**src/rtl/host_cmd_pkg.sv**
```systemverilog
// host_cmd_pkg: opcodes, per-opcode length table and FSM states
// shared by the host UART command decoder and its dword packer.
package host_cmd_pkg;

    localparam logic [7:0] SOF_DEFAULT  = 8'h55;

    localparam logic [7:0] OPC_WR_BLOCK = 8'h01;
    localparam logic [7:0] OPC_SET_TGT  = 8'h02;
    localparam logic [7:0] OPC_STATUS   = 8'h03;
    localparam logic [7:0] OPC_BREAK    = 8'h04;
    localparam logic [7:0] OPC_RECONFIG = 8'h05;

    typedef enum logic [2:0] {
        S_HUNT,
        S_OPC,
        S_LEN,
        S_PAY,
        S_CHK
    } state_t;

    function automatic logic opc_known(input logic [7:0] opc);
        return (opc >= OPC_WR_BLOCK) && (opc <= OPC_RECONFIG);
    endfunction

    // Only this many payload dwords is accepted for each opcode
    function automatic logic [7:0] req_len(input logic [7:0] opc);
        case (opc)
            OPC_WR_BLOCK: return 8'd20;
            OPC_SET_TGT:  return 8'd8;
            OPC_RECONFIG: return 8'd1;
            default:      return 8'd0;
        endcase
    endfunction

endpackage

```
**src/rtl/host_dword_packer.sv**
```systemverilog
// host_dword_packer: collects payload bytes LSB-first into 32-bit
// dwords and strobes each completed dword for one cycle.
module host_dword_packer (
    input  logic        clk,
    input  logic        rst,
    input  logic        clr,
    input  logic        byte_valid,
    input  logic [7:0]  byte_in,
    output logic        dword_en,
    output logic [31:0] dword
);

    logic [1:0]  lane;
    logic [23:0] sr;

    // Shift bytes in; the fourth byte completes the dword directly
    always_ff @(posedge clk or posedge rst) begin
        if (rst) begin
            lane     <= 2'd0;
            sr       <= 24'd0;
            dword_en <= 1'b0;
            dword    <= 32'd0;
        end else begin
            dword_en <= 1'b0;
            if (clr) begin
                lane <= 2'd0;
            end else if (byte_valid) begin
                lane <= lane + 2'd1;
                if (lane == 2'd3) begin
                    dword    <= {byte_in, sr};
                    dword_en <= 1'b1;
                end else begin
                    sr <= {byte_in, sr[23:8]};
                end
            end
        end
    end

endmodule

```
**src/rtl/host_cmd_decoder.sv**
```systemverilog
// host_cmd_decoder: frames host UART bytes into commands and dwords.
// Define HOST_CMD_CHKSUM_EN to require a trailing XOR checksum byte.
module host_cmd_decoder
    import host_cmd_pkg::*;
#(
    parameter int         TIMEOUT_CYC = 100000,
    parameter logic [7:0] SOF_BYTE    = SOF_DEFAULT,
    parameter int         MAX_DWORDS  = 63
) (
    input  logic        clk_h,
    input  logic        rst_h,
    input  logic [7:0]  rx_byte,
    input  logic        rx_valid,
    output logic        wr_block,
    output logic        set_target,
    output logic        status_go,
    output logic        host_break,
    output logic        go_reconfig,
    output logic [7:0]  hash_frequency,
    output logic        uart_cou_dword_en,
    output logic [31:0] data_from_host,
    output logic        link_rx_wr_cmplt,
    output logic        frame_err,
    output logic [7:0]  err_cnt
);

    state_t      state;
    logic [7:0]  opc;
    logic [9:0]  byte_cnt;
    logic [9:0]  last_idx;
    logic [7:0]  hash_tmp;
    logic [31:0] tmo_cnt;
    logic        tmo_hit;
    logic        len_bad;
    logic        cmplt_d1;
    logic        cmplt_d2;
    logic        err_req;
    logic        pack_clr;
    logic        pack_en;
`ifdef HOST_CMD_CHKSUM_EN
    logic [7:0]  chk;
`endif

    assign tmo_hit  = (state != S_HUNT) && !rx_valid
                   && (tmo_cnt == 32'(TIMEOUT_CYC - 1));
    assign len_bad  = (rx_byte != req_len(opc))
                   || ({24'd0, rx_byte} > 32'(MAX_DWORDS));
    assign pack_clr = rx_valid && (state == S_LEN);
    assign pack_en  = rx_valid && (state == S_PAY)
                   && (opc != OPC_RECONFIG);

    host_dword_packer u_packer (
        .clk        (clk_h),
        .rst        (rst_h),
        .clr        (pack_clr),
        .byte_valid (pack_en),
        .byte_in    (rx_byte),
        .dword_en   (uart_cou_dword_en),
        .dword      (data_from_host)
    );

    // Frame FSM; frame_err lags its cause by one cycle so it can never
    // land on the completion pulse of the frame just finished.
    always_ff @(posedge clk_h or posedge rst_h) begin
        if (rst_h) begin
            state            <= S_HUNT;
            opc              <= 8'd0;
            byte_cnt         <= 10'd0;
            last_idx         <= 10'd0;
            hash_tmp         <= 8'd0;
            tmo_cnt          <= 32'd0;
            cmplt_d1         <= 1'b0;
            cmplt_d2         <= 1'b0;
            err_req          <= 1'b0;
            wr_block         <= 1'b0;
            set_target       <= 1'b0;
            status_go        <= 1'b0;
            host_break       <= 1'b0;
            go_reconfig      <= 1'b0;
            hash_frequency   <= 8'h00;
            link_rx_wr_cmplt <= 1'b0;
            frame_err        <= 1'b0;
            err_cnt          <= 8'd0;
`ifdef HOST_CMD_CHKSUM_EN
            chk              <= 8'd0;
`endif
        end else begin
            wr_block         <= 1'b0;
            set_target       <= 1'b0;
            status_go        <= 1'b0;
            host_break       <= 1'b0;
            go_reconfig      <= 1'b0;
            cmplt_d1         <= 1'b0;
            cmplt_d2         <= cmplt_d1;
            link_rx_wr_cmplt <= cmplt_d2;
            err_req          <= 1'b0;
            frame_err        <= err_req;
            if (err_req && (err_cnt != 8'hFF))
                err_cnt <= err_cnt + 8'd1;

            if (rx_valid || (state == S_HUNT))
                tmo_cnt <= 32'd0;
            else
                tmo_cnt <= tmo_cnt + 32'd1;

            if (tmo_hit) begin
                err_req <= 1'b1;
                state   <= S_HUNT;
            end else if (rx_valid) begin
                unique case (state)
                    S_HUNT: begin
                        if (rx_byte == SOF_BYTE)
                            state <= S_OPC;
                    end
                    S_OPC: begin
                        if (opc_known(rx_byte)) begin
                            opc   <= rx_byte;
                            state <= S_LEN;
`ifdef HOST_CMD_CHKSUM_EN
                            chk   <= rx_byte;
`endif
                        end else begin
                            err_req <= 1'b1;
                            state   <= S_HUNT;
                        end
                    end
                    S_LEN: begin
                        if (len_bad) begin
                            err_req <= 1'b1;
                            state   <= S_HUNT;
                        end else begin
                            byte_cnt   <= 10'd0;
                            last_idx   <= {rx_byte, 2'b00} - 10'd1;
                            wr_block   <= (opc == OPC_WR_BLOCK);
                            set_target <= (opc == OPC_SET_TGT);
`ifdef HOST_CMD_CHKSUM_EN
                            chk        <= chk ^ rx_byte;
                            state      <= (rx_byte == 8'd0) ? S_CHK : S_PAY;
`else
                            status_go  <= (opc == OPC_STATUS);
                            host_break <= (opc == OPC_BREAK);
                            state      <= (rx_byte == 8'd0) ? S_HUNT : S_PAY;
`endif
                        end
                    end
                    S_PAY: begin
                        byte_cnt <= byte_cnt + 10'd1;
                        if (byte_cnt == 10'd0)
                            hash_tmp <= rx_byte;
`ifdef HOST_CMD_CHKSUM_EN
                        chk <= chk ^ rx_byte;
                        if (byte_cnt == last_idx)
                            state <= S_CHK;
`else
                        if (byte_cnt == last_idx) begin
                            if (opc == OPC_RECONFIG) begin
                                hash_frequency <= hash_tmp;
                                go_reconfig    <= 1'b1;
                            end else begin
                                cmplt_d1 <= 1'b1;
                            end
                            state <= S_HUNT;
                        end
`endif
                    end
                    S_CHK: begin
`ifdef HOST_CMD_CHKSUM_EN
                        if (rx_byte == chk) begin
                            case (opc)
                                OPC_STATUS: status_go  <= 1'b1;
                                OPC_BREAK:  host_break <= 1'b1;
                                OPC_RECONFIG: begin
                                    hash_frequency <= hash_tmp;
                                    go_reconfig    <= 1'b1;
                                end
                                default:    cmplt_d2   <= 1'b1;
                            endcase
                        end else begin
                            err_req <= 1'b1;
                        end
`endif
                        state <= S_HUNT;
                    end
                endcase
            end
        end
    end

endmodule

```
**config.mk**
```make
export PLATFORM = sky130hd
export DESIGN_NAME = host_cmd_decoder
export DESIGN_NICKNAME = d
export VERILOG_FILES = /design/src/rtl/host_cmd_pkg.sv /design/src/rtl/host_dword_packer.sv /design/src/rtl/host_cmd_decoder.sv
export SDC_FILE = /design/constraint.sdc
export NUM_CORES = 1
export LEC_CHECK = 0
export CAP_MARGIN = 5
export CORE_ASPECT_RATIO = 0.5
export CORE_UTILIZATION = 30
export DETAILED_ROUTE_END_ITERATION = 8
export SLEW_MARGIN = 15
export SYNTH_ARGS = -nofsm -noshare
export SYNTH_HDL_FRONTEND = slang
export SYNTH_SLANG_ARGS = --single-unit
```
**constraint.sdc**
```tcl
create_clock -name clk_h -period 4.73 [get_ports clk_h]
set_input_delay 0.946 -clock clk_h [delete_from_list [all_inputs] [get_ports clk_h]]
set_output_delay 0.946 -clock clk_h [all_outputs]
set_load 0.03 [all_outputs]
```
* Word-level counts from Yosys, hierarchy flattened
Cells that the tools add are included.
Widths: inputs -> output; s select.
** Operators by class
- Add/subtract/negate cells :: 5
- Multiply operators :: 0
- Div/mod/pow operators :: 0
- Order comparisons :: 3
- Equal/unequal tests :: 19
- Shifts and indexed selects :: 0
- Multiplexer cells :: 48
- Bitwise logic cells :: 4
- Reductions and logical operators :: 25
** Operator list (count)
- $mux 1 :: 33
- $add 32x1->32 const B :: 1
- $eq 32x17->1 const B :: 1
- $mux 32 :: 1
- $pmux 10 s2 :: 1
- $eq 8x2->1 const B :: 2
- $eq 8x3->1 const B :: 2
- $reduce_and 4->1 :: 4
- $pmux 3 s5 :: 1
- $pmux 5 s3 :: 1
- $mux 3 :: 4
- $add 10x1->10 const B :: 1
- $eq 10x10->1 :: 1
- $logic_not 10->1 :: 1
- $mux 10 :: 1
- $mux 2 :: 5
- $sub 10x1->10 const B :: 1
- $reduce_and 3->1 :: 3
- $add 8x1->8 const B :: 1
- $eq 8x1->1 const B :: 1
- $eq 8x7->1 const B :: 1
- $ge 8x1->1 const B :: 1
- $gt 8x6->1 const B :: 1
- $le 8x3->1 const B :: 1
- other kinds (20) :: 34
** Word-level totals
- Bits in registers :: 156
- Latch bits :: 0
- Memory bits (writable) :: 0
- ROM bits :: 0
- Bits of input ports :: 11
- Memories :: 0

* Longest topological paths before layout
Gate-level depths: netlist (run 1).
- Depth after elaboration :: 8
- Depth in mapped cells :: 9
- Depth with buffers taken out :: 8

* Cells and area by module
A second synthesis (run 1) with hierarchy kept.
** Second synthesis, totals
- Cell total of the unflattened synthesis :: 605
- Area total of the unflattened synthesis :: 7181.9 sq um
** Modules (own cells, without submodules)
- host_cmd_decoder :: times used 1, cells an instance 476, area each 4942.2 sq um
- host_dword_packer :: times used 1, cells an instance 129, area each 2239.6 sq um

* Worst setup path after synthesis (run 1)
Ideal clock, no wire load.
- Kind :: input-to-reg
- Start :: input port rx_byte[3]
- End :: register state[1]
- Library setup time :: 121 ps
- Arrival time :: 2876 ps
- Data required time :: 4609 ps
- Setup slack :: 1733 ps
- Cell stages on the path :: 8
- Path through :: clkbuf_1 -> or4b_1 -> a2111oi_0 -> a21oi_2 -> and3_1 -> o211a_1 -> a21o_1 -> a22o_1
** On the way
- Word-level cells in the longest chain between the ends :: 6
- Elaborated cells on any way between the ends :: 16
- Those cells by class :: 3 x order compare; 3 x eq/ne; 6 x mux; 4 x reduce/logical
** RTL lines
- start: declaration :: RTL line host_cmd_decoder.sv:12 : input logic [7:0] rx_byte,
- $gt 8x6->1, or another cell as far along :: RTL line host_cmd_decoder.sv:47 : || ({24'd0, rx_byte} > 32'(MAX_DWORDS));
- $logic_or 1x1->1, or another cell as far along :: RTL line host_cmd_decoder.sv:47
- $mux 2, on equally long branches :: RTL line host_cmd_decoder.sv:128, host_cmd_decoder.sv:116
- $pmux 3 s5 :: RTL line host_cmd_decoder.sv:110 : unique case (state)
- $mux 3 :: RTL line host_cmd_decoder.sv:109 : end else if (rx_valid) begin
- $mux 3 :: RTL line host_cmd_decoder.sv:106 : if (tmo_hit) begin
- end signal: assignment :: RTL line host_cmd_decoder.sv:142 : state <= (rx_byte == 8'd0) ? S_HUNT : S_PAY;
- end: declaration :: RTL line host_cmd_decoder.sv:27 : state_t state;
Parallel ways exist; a longest one is shown, timed or not. The select of a mux whose other input is x is not followed.
A chain may end at the register's enable or synchronous reset.

* Worst setup path after layout (run 1)
- Start :: input port rx_byte[3]
- End :: register byte_cnt[6]
** On the way
- Word-level cells in the longest chain between the ends :: 4
- Elaborated cells on any way between the ends :: 5
- Those cells by class :: 1 x order compare; 2 x eq/ne; 2 x reduce/logical
** RTL lines
- $gt 8x6->1 / $ne 8x8->1 (equally long branches) :: RTL line host_cmd_decoder.sv:47, host_cmd_decoder.sv:46
- $logic_or 1x1->1 * :: RTL line host_cmd_decoder.sv:47
- $ne 2x2->1 (no line) *
- $reduce_and 4->1 (no line) *
- end signal: assignment :: RTL line host_cmd_decoder.sv:147 : byte_cnt <= byte_cnt + 10'd1;
- end: declaration :: RTL line host_cmd_decoder.sv:29 : logic [9:0] byte_cnt;
Mark *: on every way between the ends. The rest lies on a longest branch, timed or not.

==> metrics.md, run 1 <==
| Metric | Value |
|---|---|
| Maxcap violations | 0 |
| Number of setup violations in the final report | 0 |
| Crit path DAT | 3.69 ns |
| Register area | 0.00385 mm^2 |
| Area share of the largest cell type after synthesis | 0.569 |
| Setup tns final | 0 ns |
| Clock power frac | 0.440 |
| Synth area leader | dfrtp_1 |
| Largest stage delay on the critical path | 0.64 ns |
| Sw Ratio | 0.273 |
| CTS tree | yes |
| Skew-Pair Late Insertion Delay | 0.43 ns |
| Post-synthesis cell type count | 53 |
| Max-slew violations | 0 |
| First-pass GRT wire length | 24100 um |
| Worst Tran Pin Value | 0.896 ns |
| Post-Syn Area | 0.00677 mm^2 |
| Hold_buf cts | 0 |
| Yosys warnings | 0 |
| DRT antenna net count | 0 |
| DRC Markers | 0 |
| Post-synth ARST share | 1.00 |
| Most frequent cells in the layout | 154 x dfrtp_1, 74 x mux2_2, 66 x clkdlybuf4s50_1 |
| Comb pwr share | 0.105 |
| Status | complete, no violations |
| Setup Fix Bufs, Post-CTS | 0 |
| Starting Density | 0.309 |
| Die X | 214 um |
| Critical path class | in -> reg |
| Post-layout min period | 3.34 ns |
| Worst path bufs/invs | 1 |
| Final clock skew | 0.0111 ns |
| Die height | 108 um |
| Worst path slowest cell | clkdlybuf4s50_1 |
| Initial detailed-routing violation count | 301 |
| Worst slew margin | 0.397 |
| Vias in the first global route | 4511 |
| Tcrit/Tclk final | 0.705 |
| Predominant post-synthesis flop cell | dfrtp_1 |
| FMAX | 300 MHz |
| RSZ-0062 raised after global routing | no |
| Most common cell after layout, fill and taps aside | dfrtp_1 |
| Final #Nets | 658 |
| Antenna violations before repair | 0 |
| CP max FO | 19 |
| CP required | 5.08 ns |
| Wire per inst | 15.0 um |
| EDFF count, synth | 0 |
| H-tree lvl count | 4 |
| Setup WS post-layout | 1.39 ns |
| CTS root buffer | clkbuf_16 |
| Clock slew at reported path FFs | 0.07 ns |
| RePlAce Congestion | 0.784 |
| Flop pwr share | 0.455 |
| Site row count | 38 |
| 1st-pass router iterations | 5 |
| Cell Chain, Critical Path | clkdlybuf4s50_1 -> or4b_1 -> a2111oi_0 -> a21oi_2 -> and3_1 -> nand3_2 -> nor2_2 -> nor2_1 |
| Avg Cell Area, Syn | 11.9 um^2 |
| Post-Syn Nets | 589 |
| Area of the core | 0.0219 mm^2 |
| Layout overhead on the synthesized area | 24.0% |
| CTS sink count | 154 |
| Vias post-DR | 4437 |
| DP Worst Slack | 0.963 ns |
| Synth Register Bits | 154 |
| Clock Path Buffers | 2 |
| CTS resizes | 0 |
| Final hold vios | 0 |
| TritonCTS Buffers | 17 |
| Setup crit end kind | flip-flop |
| Leakage Power | 3.69 nW |
| CP startpoint kind | input port |
| Remaining Overflow, GRT | 0 |
| R2R setup slack | 1.81 ns |
| Psw | 866 uW |
| Peak supply drop | 147 uV |
| CP delay by family, top | simple AND/OR/NAND/NOR gates |
| DIE AREA | 0.0232 mm^2 |
| Drt total wl | 14200 um |
| Cells after Synth | 567 |
| DP Wirelength | 9480 um |
| Pwr per Cell Area | 379 mW/mm^2 |
| Hold slack | 0.353 ns |
| Io pins | 67 |
| Register area share after synthesis | 0.569 |
| Largest net degree at the start of global routing | 133 |
| Filler instances | 2124 |
| Layout cells sized above 1 | 0.197 |
| Internal power | 2.31 mW |
| Port Buffer Count | 66 |
| Tightest Hold Check Type | reg -> reg |
| Multi-input gate area in the final layout | 0.00278 mm^2 |
| All-Layer GR Usage | 0.133 |
| Synth top area cells | dfrtp_1 57%, mux2_2 12%, xnor2_1 3.5% |
| Vias/cell | 4.67 |
==> state kept, by name, indices dropped and copies added, names as in the netlist, 2 cells and up <==
signal          cells
byte_cnt           10
err_cnt             8
hash_frequency      8
hash_tmp            8
last_idx            9
opc                 8
state               2
tmo_cnt            32
u_packer.dword     32
u_packer.lane       2
u_packer.sr        24
==> cells in the mapped netlist, types with 6 or more instances <==
library cell	n
nor2_1	48
ha_1	11
inv_1	17
nand4_1	12
clkbuf_1	17
xnor2_1	27
dfrtp_1	154
xor2_1	25
or3_1	7
nand3_1	21
nor4_1	13
and3_1	6
mux2_2	74
a21oi_1	8
o21ai_0	13
and2_1	7
nand2_1	31
nor3_1	16
==> path summary, 6_finish.rpt <==
path | depth (start not counted) | startpoint | to
min reg2reg | 0 | cmplt_d2 | link_rx_wr_cmplt
min | 0 | cmplt_d2 | link_rx_wr_cmplt
max | 8 | rx_byte[3] | byte_cnt[6]
min in group asynchronous | 2 | rst_h | err_cnt[6]
max reg2reg | 7 | opc[5] | byte_cnt[6]
max in group asynchronous | 3 | rst_h | u_packer.dword_en
==> routing by layer <==
layer  vias to the layer above  track usage  part of all wire
met5                         -            0                 0
met3                        11       0.0377             0.034
met1                      2242        0.184              0.51
met4                         0       0.0469             0.011
met2                        55        0.199              0.45
li1                       2129            -                 -
==> cells by family after synthesis <==
kind of cell,share of synthesized area
and+or+nand+nor,0.154
muxes,0.125
AOI/OAI and AO/OA,0.0433
DFF,0.569
xor gates and xnor gates,0.0673
adders and majority gates,0.0203
buffers and inverters,0.0207
==> final cells by class <==
class / instances / share of cell area
antenna: 1 / 0.000298
clock buffer: 17 / 0.0507
clock inverter: 15 / 0.0212
inverter: 17 / 0.00805
multi-input combinational: 376 / 0.332
sequential: 154 / 0.459
tap: 300 / 0.0447
timing repair buffer: 70 / 0.0838
==> power groups by stage <==
| stage | logic [mW] | clock network [mW] | registers, mW |
|---|---|---|---|
| final | 0.333 | 1.40 | 1.45 |
| after global routing | 0.370 | 1.49 | 1.46 |
| after CTS | 0.341 | 1.44 | 1.45 |
| after detailed placement | 0.338 | 0 | 1.47 |
| after global placement | 0.330 | 0 | 1.47 |
| after floorplan | 0.195 | 0 | 1.49 |
==> stage by stage <==
step / instance area (um^2) / total power [mW] / utilization / instances
2_1_floorplan: 6770 / 1.68 / - / 567
3_3_place_gp: 7780 / 1.80 / 0.356 / 917
3_5_place_dp: 7780 / 1.81 / 0.356 / 917
4_1_cts: 8390 / 3.23 / 0.383 / 949
5_1_grt: 8390 / 3.32 / 0.383 / 949
6_report: 8390 / 3.18 / 0.384 / 950
No activity file was read; power rests on OpenSTA's default activity.
==> inputs of run 2 (changes only) <==
==> constraint.sdc (replaced) <==
create_clock -name clk_h -period 3.1 [get_ports clk_h]
set_input_delay 0.62 -clock clk_h [delete_from_list [all_inputs] [get_ports clk_h]]
set_output_delay 0.62 -clock clk_h [all_outputs]
set_load 0.03 [all_outputs]
==> run 2 against run 1 <==
Compared with the run above:
- register-to-register slack got worse by 1.3 ns
- via count increased by 2.2%
- global-route usage increased by 0.14 points
- critical path depth unchanged
- sequential share of layout area decreased by 0.79 points
- setup slack got worse by 0.93 ns
- die area unchanged
- utilization increased by 0.67 points
- critical endpoint is now byte_cnt[4]
- largest cell class unchanged
- highest routed layer unchanged
==> metrics.md, run 2 (same netlist as run 1, synthesis figures left out) <==
| Metric | Value |
|---|---|
| Status | complete, no violations |
| Final std cells w/o fill | 967 |
| DRT antenna net count | 0 |
| Vias/cell | 4.69 |
| Worst path bufs/invs | 1 |
| All-Layer GR Usage | 0.134 |
| Max-slew violations | 0 |
| Hold path endpoint | link_rx_wr_cmplt |
| Site row count | 38 |
| DIE AREA | 0.0232 mm^2 |
| CP delay by family, top | compound AO/OA/AOI/OAI gates |
| Hold slack | 0.353 ns |
| Cells on Worst Hold Path | 0 |
| Final clock skew | 0.00944 ns |
| Final core occ | 0.390 |
| Vias in the first global route | 4551 |
| Hold Path Origin | cmplt_d2 |
| Worst Tran Pin Value | 0.744 ns |
| Most common cell after layout, fill and taps aside | dfrtp_1 |
| Area of the core | 0.0219 mm^2 |
| Filler instances | 2139 |
| Final hold vios | 0 |
| CP required | 3.41 ns |
| Starting Density | 0.309 |
| Biggest registers after layout | tmo_cnt (32), u_packer.dword (32), u_packer.sr (24) |
| CTS sink count | 154 |
| Die X | 214 um |
| TritonCTS Buffers | 17 |
| Layout cells sized above 1 | 0.219 |
| Cell Area, Placed | 0.00796 mm^2 |
| Setup crit end kind | flip-flop |
| CP Launch Point | rx_byte[3] |
| Initial detailed-routing violation count | 154 |
| Peak supply drop | 308 uV |
| First-pass GRT wire length | 24200 um |
| Post-layout min period | 2.63 ns |
| Pwr per Cell Area | 558 mW/mm^2 |
| Clock slew at reported path FFs | 0.06 ns |
| R2r endpoint | byte_cnt[8] |
| Io pins | 67 |
| CTS tree | yes |
| CP max FO | 10 |
| Wire per inst | 14.9 um |
| Crit path DAT | 2.94 ns |
| Setup Fix Bufs, Post-CTS | 0 |
| Worst slew margin | 0.504 |
| FF-to-FF path depth | 7 |
| 1st-pass router iterations | 4 |
| Largest net degree at the start of global routing | 133 |
| Cell count after placement | 936 |
| Die height | 108 um |
| Critical path class | in -> reg |
| CTS root buffer | clkbuf_16 |
| Maxcap violations | 0 |
| Skew-Pair Late Insertion Delay | 0.43 ns |
| Cell Chain, Critical Path | clkdlybuf4s50_1 -> or4b_1 -> a2111oi_0 -> a21oi_2 -> a31oi_4 -> nor3_1 -> xnor2_1 -> nor2_1 |
| FMAX | 380 MHz |
| Final non-filler cell area | 0.00854 mm^2 |
| Number of setup violations in the final report | 0 |
| Clock Path Buffers | 2 |
| H-tree lvl count | 4 |
| Ant. Diodes | 0 |
| CP startpoint kind | input port |
| Setup tns final | 0 ns |
| Most frequent cells in the layout | 154 x dfrtp_1, 74 x mux2_2, 66 x clkdlybuf4s50_1 |
| Reg-to-Reg Start | opc[5] |
| Port Buffer Count | 66 |
| Tcrit/Tclk final | 0.849 |
| Final #Nets | 677 |
| Antenna violations before repair | 0 |
| Vias post-DR | 4536 |
| Drt total wl | 14400 um |
| Tightest Hold Check Type | reg -> reg |
| RePlAce Congestion | 0.800 |
| R2R setup slack | 0.52 ns |
| DRC Markers | 0 |
| RSZ-0062 raised after global routing | no |
| Layout overhead on the synthesized area | 26.1% |
| Leakage Power | 3.78 nW |
| Largest stage delay on the critical path | 0.53 ns |
| CTS resizes | 0 |
| Worst path slowest cell | a2111oi_0 |
| DP Wirelength | 9940 um |
| Remaining Overflow, GRT | 0 |
| Hold_buf cts | 0 |
==> run 2: cell count changes in the layout (fill, tap and decap cells not counted), sizes merged <==
cell,previous run,this run
inv,25,22
diode,1,0
bufinv,2,1
clkbuf,17,18
clkinv,3,5
buf,4,23
==> run 2: how the worst max path moves through the flow <==
stage | endpoint | slack (ns) | depth (start not counted)
after floorplan | state[1] | 0.43 | 8
after global placement | byte_cnt[8] | 0.04 | 8
after detailed placement | byte_cnt[4] | 0.02 | 8
after CTS | byte_cnt[4] | 0.46 | 8
after global routing | byte_cnt[9] | 0.23 | 8
final | byte_cnt[4] | 0.47 | 8
==> run 2: cell type report <==
class / count / area (um^2) / area share
Multi-Input combinational cell: 376 / 2780 / 0.326
Timing Repair Buffer: 89 / 883 / 0.103
Tap cell: 300 / 375 / 0.0440
Inverter: 17 / 67.6 / 0.00792
Clock inverter: 13 / 133 / 0.0155
Clock buffer: 18 / 439 / 0.0515
Sequential cell: 154 / 3850 / 0.451
==> run 2: power by group <==
part / total [mW] / switching [mW] / internal (mW) / leakage, nW
logic: 0.516 / 0.300 / 0.217 / 1.39
registers: 2.21 / 0.106 / 2.10 / 2.11
clock network: 2.04 / 0.899 / 1.14 / 0.280
total: 4.77 / 1.31 / 3.46 / 3.78
==> run 2: per-stage QoR <==
stage               power [mW]  setup WS [ns]
global route              4.97          0.235
global placement          2.75         0.0439
CTS                       4.82          0.464
finish                    4.77          0.469
detailed placement        2.77         0.0155
floorplan                 2.57          0.429
==> run 2: metal layers <==
metal / vias up / GRT usage / share of wire
met3: 20 / 0.0273 / 0.030
met1: 2287 / 0.179 / 0.50
li1: 2166 / - / -
met4: 0 / 0.0612 / 0.019
met2: 63 / 0.212 / 0.45
met5: - / 0 / 0
==> inputs of run 3 (changes only) <==
==> constraint.sdc (replaced) <==
create_clock -name clk_h -period 2.6 [get_ports clk_h]
set_input_delay 0.52 -clock clk_h [delete_from_list [all_inputs] [get_ports clk_h]]
set_output_delay 0.52 -clock clk_h [all_outputs]
set_load 0.03 [all_outputs]
==> run 3 against run 2 <==
Compared with the run above:
- flip-flop and latch count unchanged
- cell area grew 2.8%
- wire length about the same
- cell count increased by 2.1%
- combinational power grew 27%
- clock skew is 0.00083 ns higher
- critical path depth down 1
- global-route usage down 0.18 points
- worst hold slack worse by 0.0046 ns
- power is 21% higher
- die area unchanged
- first-iteration DRC count grew 21%
- largest cell class unchanged
==> metrics.md, run 3 (same netlist as run 1, synthesis figures left out) <==
| Metric | Value |
|---|---|
| Status | complete, no violations |
| Skew-Pair Late Insertion Delay | 0.43 ns |
| Site row count | 38 |
| CTS root buffer | clkbuf_16 |
| Final Power | 5.76 mW |
| Starting Density | 0.309 |
| RePlAce Congestion | 0.799 |
| Tcrit/Tclk final | 0.958 |
| 1st-pass router iterations | 4 |
| All-Layer GR Usage | 0.132 |
| FMAX | 401 MHz |
| Largest net degree at the start of global routing | 88 |
| Critical path class | reg -> reg |
| Crit path DAT | 2.80 ns |
| Die X | 214 um |
| Wire per inst | 14.6 um |
| Port Buffer Count | 66 |
| First-pass GRT wire length | 24000 um |
| CTS sink count | 154 |
| Io pins | 67 |
| Vias/cell | 4.60 |
| DP Wirelength | 10200 um |
| Clock slew at reported path FFs | 0.06 ns |
| Post-layout min period | 2.49 ns |
| CP required | 2.91 ns |
| Most frequent cells in the layout | 154 x dfrtp_1, 74 x mux2_2, 66 x clkdlybuf4s50_1 |
| Biggest registers after layout | tmo_cnt (32), u_packer.dword (32), u_packer.sr (24) |
| Vias post-DR | 4538 |
| Vias in the first global route | 4584 |
| Antenna violations before repair | 0 |
| DIE AREA | 0.0232 mm^2 |
| Maxcap violations | 0 |
| Multi-input gate area in the final layout | 0.00284 mm^2 |
| Final #Nets | 697 |
| CP max FO | 10 |
| Cell count after placement | 956 |
| Worst slew margin | 0.430 |
| Max-slew violations | 0 |
| DRC Markers | 0 |
| RSZ-0062 raised after global routing | yes |
| Leakage Power | 3.90 nW |
| H-tree lvl count | 4 |
| Most common cell after layout, fill and taps aside | dfrtp_1 |
| Tightest Hold Check Type | reg -> reg |
| TritonCTS Buffers | 17 |
| Clock Path Buffers | 2 |
| Remaining Overflow, GRT | 0 |
| Layout cells sized above 1 | 0.250 |
| Final std cells w/o fill | 987 |
| Area of the core | 0.0219 mm^2 |
| Register area | 0.00385 mm^2 |
| Layout overhead on the synthesized area | 29.7% |
| Peak supply drop | 378 uV |
| Setup crit end kind | flip-flop |
| Drt total wl | 14400 um |
| Die height | 108 um |
| Final hold vios | 0 |
| Final clock skew | 0.0103 ns |
| Filler instances | 2129 |
| Pwr per Cell Area | 657 mW/mm^2 |
| Ant. Diodes | 0 |
| CTS tree | yes |
| Number of setup violations in the final report | 0 |
| Worst Tran Pin Value | 0.849 ns |
| CP startpoint kind | flip-flop |
| Initial detailed-routing violation count | 187 |
| Hold_buf cts | 0 |
| DRT antenna net count | 0 |
==> run 3: changes by cell type in the layout (fill, tap and decap cells not counted), sizes merged <==
| cell | previous run | this run |
|---|---|---|
| bufinv | 1 | 2 |
| clkinv | 5 | 4 |
| buf | 23 | 43 |
| inv | 22 | 23 |
| clkbuf | 18 | 17 |
==> run 3: path summary, 6_finish.rpt <==
kind                                from               end  slack, ns  cells past startpoint
worst max register to register    opc[5]       byte_cnt[0]       0.11                      7
min in group asynchronous          rst_h        err_cnt[5]       0.42                      2
worst min register to register  cmplt_d2  link_rx_wr_cmplt       0.35                      0
worst min-delay path            cmplt_d2  link_rx_wr_cmplt       0.35                      0
worst max-delay path              opc[5]       byte_cnt[0]       0.11                      7
max in group asynchronous          rst_h   u_packer.sr[14]       1.42                      3
==> run 3: through the flow <==
step / utilization / cell area (um^2) / hold WS (ns) / setup WS, ns / TNS [ns]
after CTS: 0.400 / 8750 / 0.349 / 0.0156 / 0
after floorplan: - / 6770 / 0.331 / 0.0290 / 0
after global placement: 0.372 / 8140 / 0.336 / -0.373 / -7.38
after global routing: 0.401 / 8780 / 0.353 / -0.0395 / -0.0395
after detailed placement: 0.372 / 8140 / 0.335 / -0.364 / -7.29
final: 0.401 / 8780 / 0.348 / 0.109 / 0
==> run 3: power by group <==
group / internal [mW] / leakage (nW) / switching [mW]
clock network: 1.43 / 0.289 / 1.06
logic: 0.283 / 1.50 / 0.374
registers: 2.51 / 2.11 / 0.108
total: 4.23 / 3.90 / 1.54
==> run 3: layout make-up <==
class / count / share of cell area
well taps: 300 / 0.0428
multi-input cells: 376 / 0.323
clock inverters: 14 / 0.0184
repair buffers: 109 / 0.121
clock buffers: 17 / 0.0485
flip-flops and latches: 154 / 0.439
inverters: 17 / 0.00770
==> run 3: worst max-delay path, stage by stage, from the launching register on <==
cell and delay [ns]:
dfrtp_1 0.38, or4_4 0.55, or4_4 0.45, a21oi_4 0.19
a31oi_4 0.11, buf_12 0.16, or2_1 0.26, mux2_2 0.27
==> run 3: layer usage <==
metal | part of all wire | vias to the layer above | track usage
met4 | 0.014 | 0 | 0.0480
met1 | 0.51 | 2280 | 0.180
met5 | 0 | - | 0
met3 | 0.026 | 11 | 0.0323
li1 | - | 2205 | -
met2 | 0.45 | 42 | 0.206
==> run 3: what timing repair did <==
item                       CTS  global route
resized for setup            4             5
pin swaps                    0             3
setup buffers                0             0
setup endpoints to repair    3            25
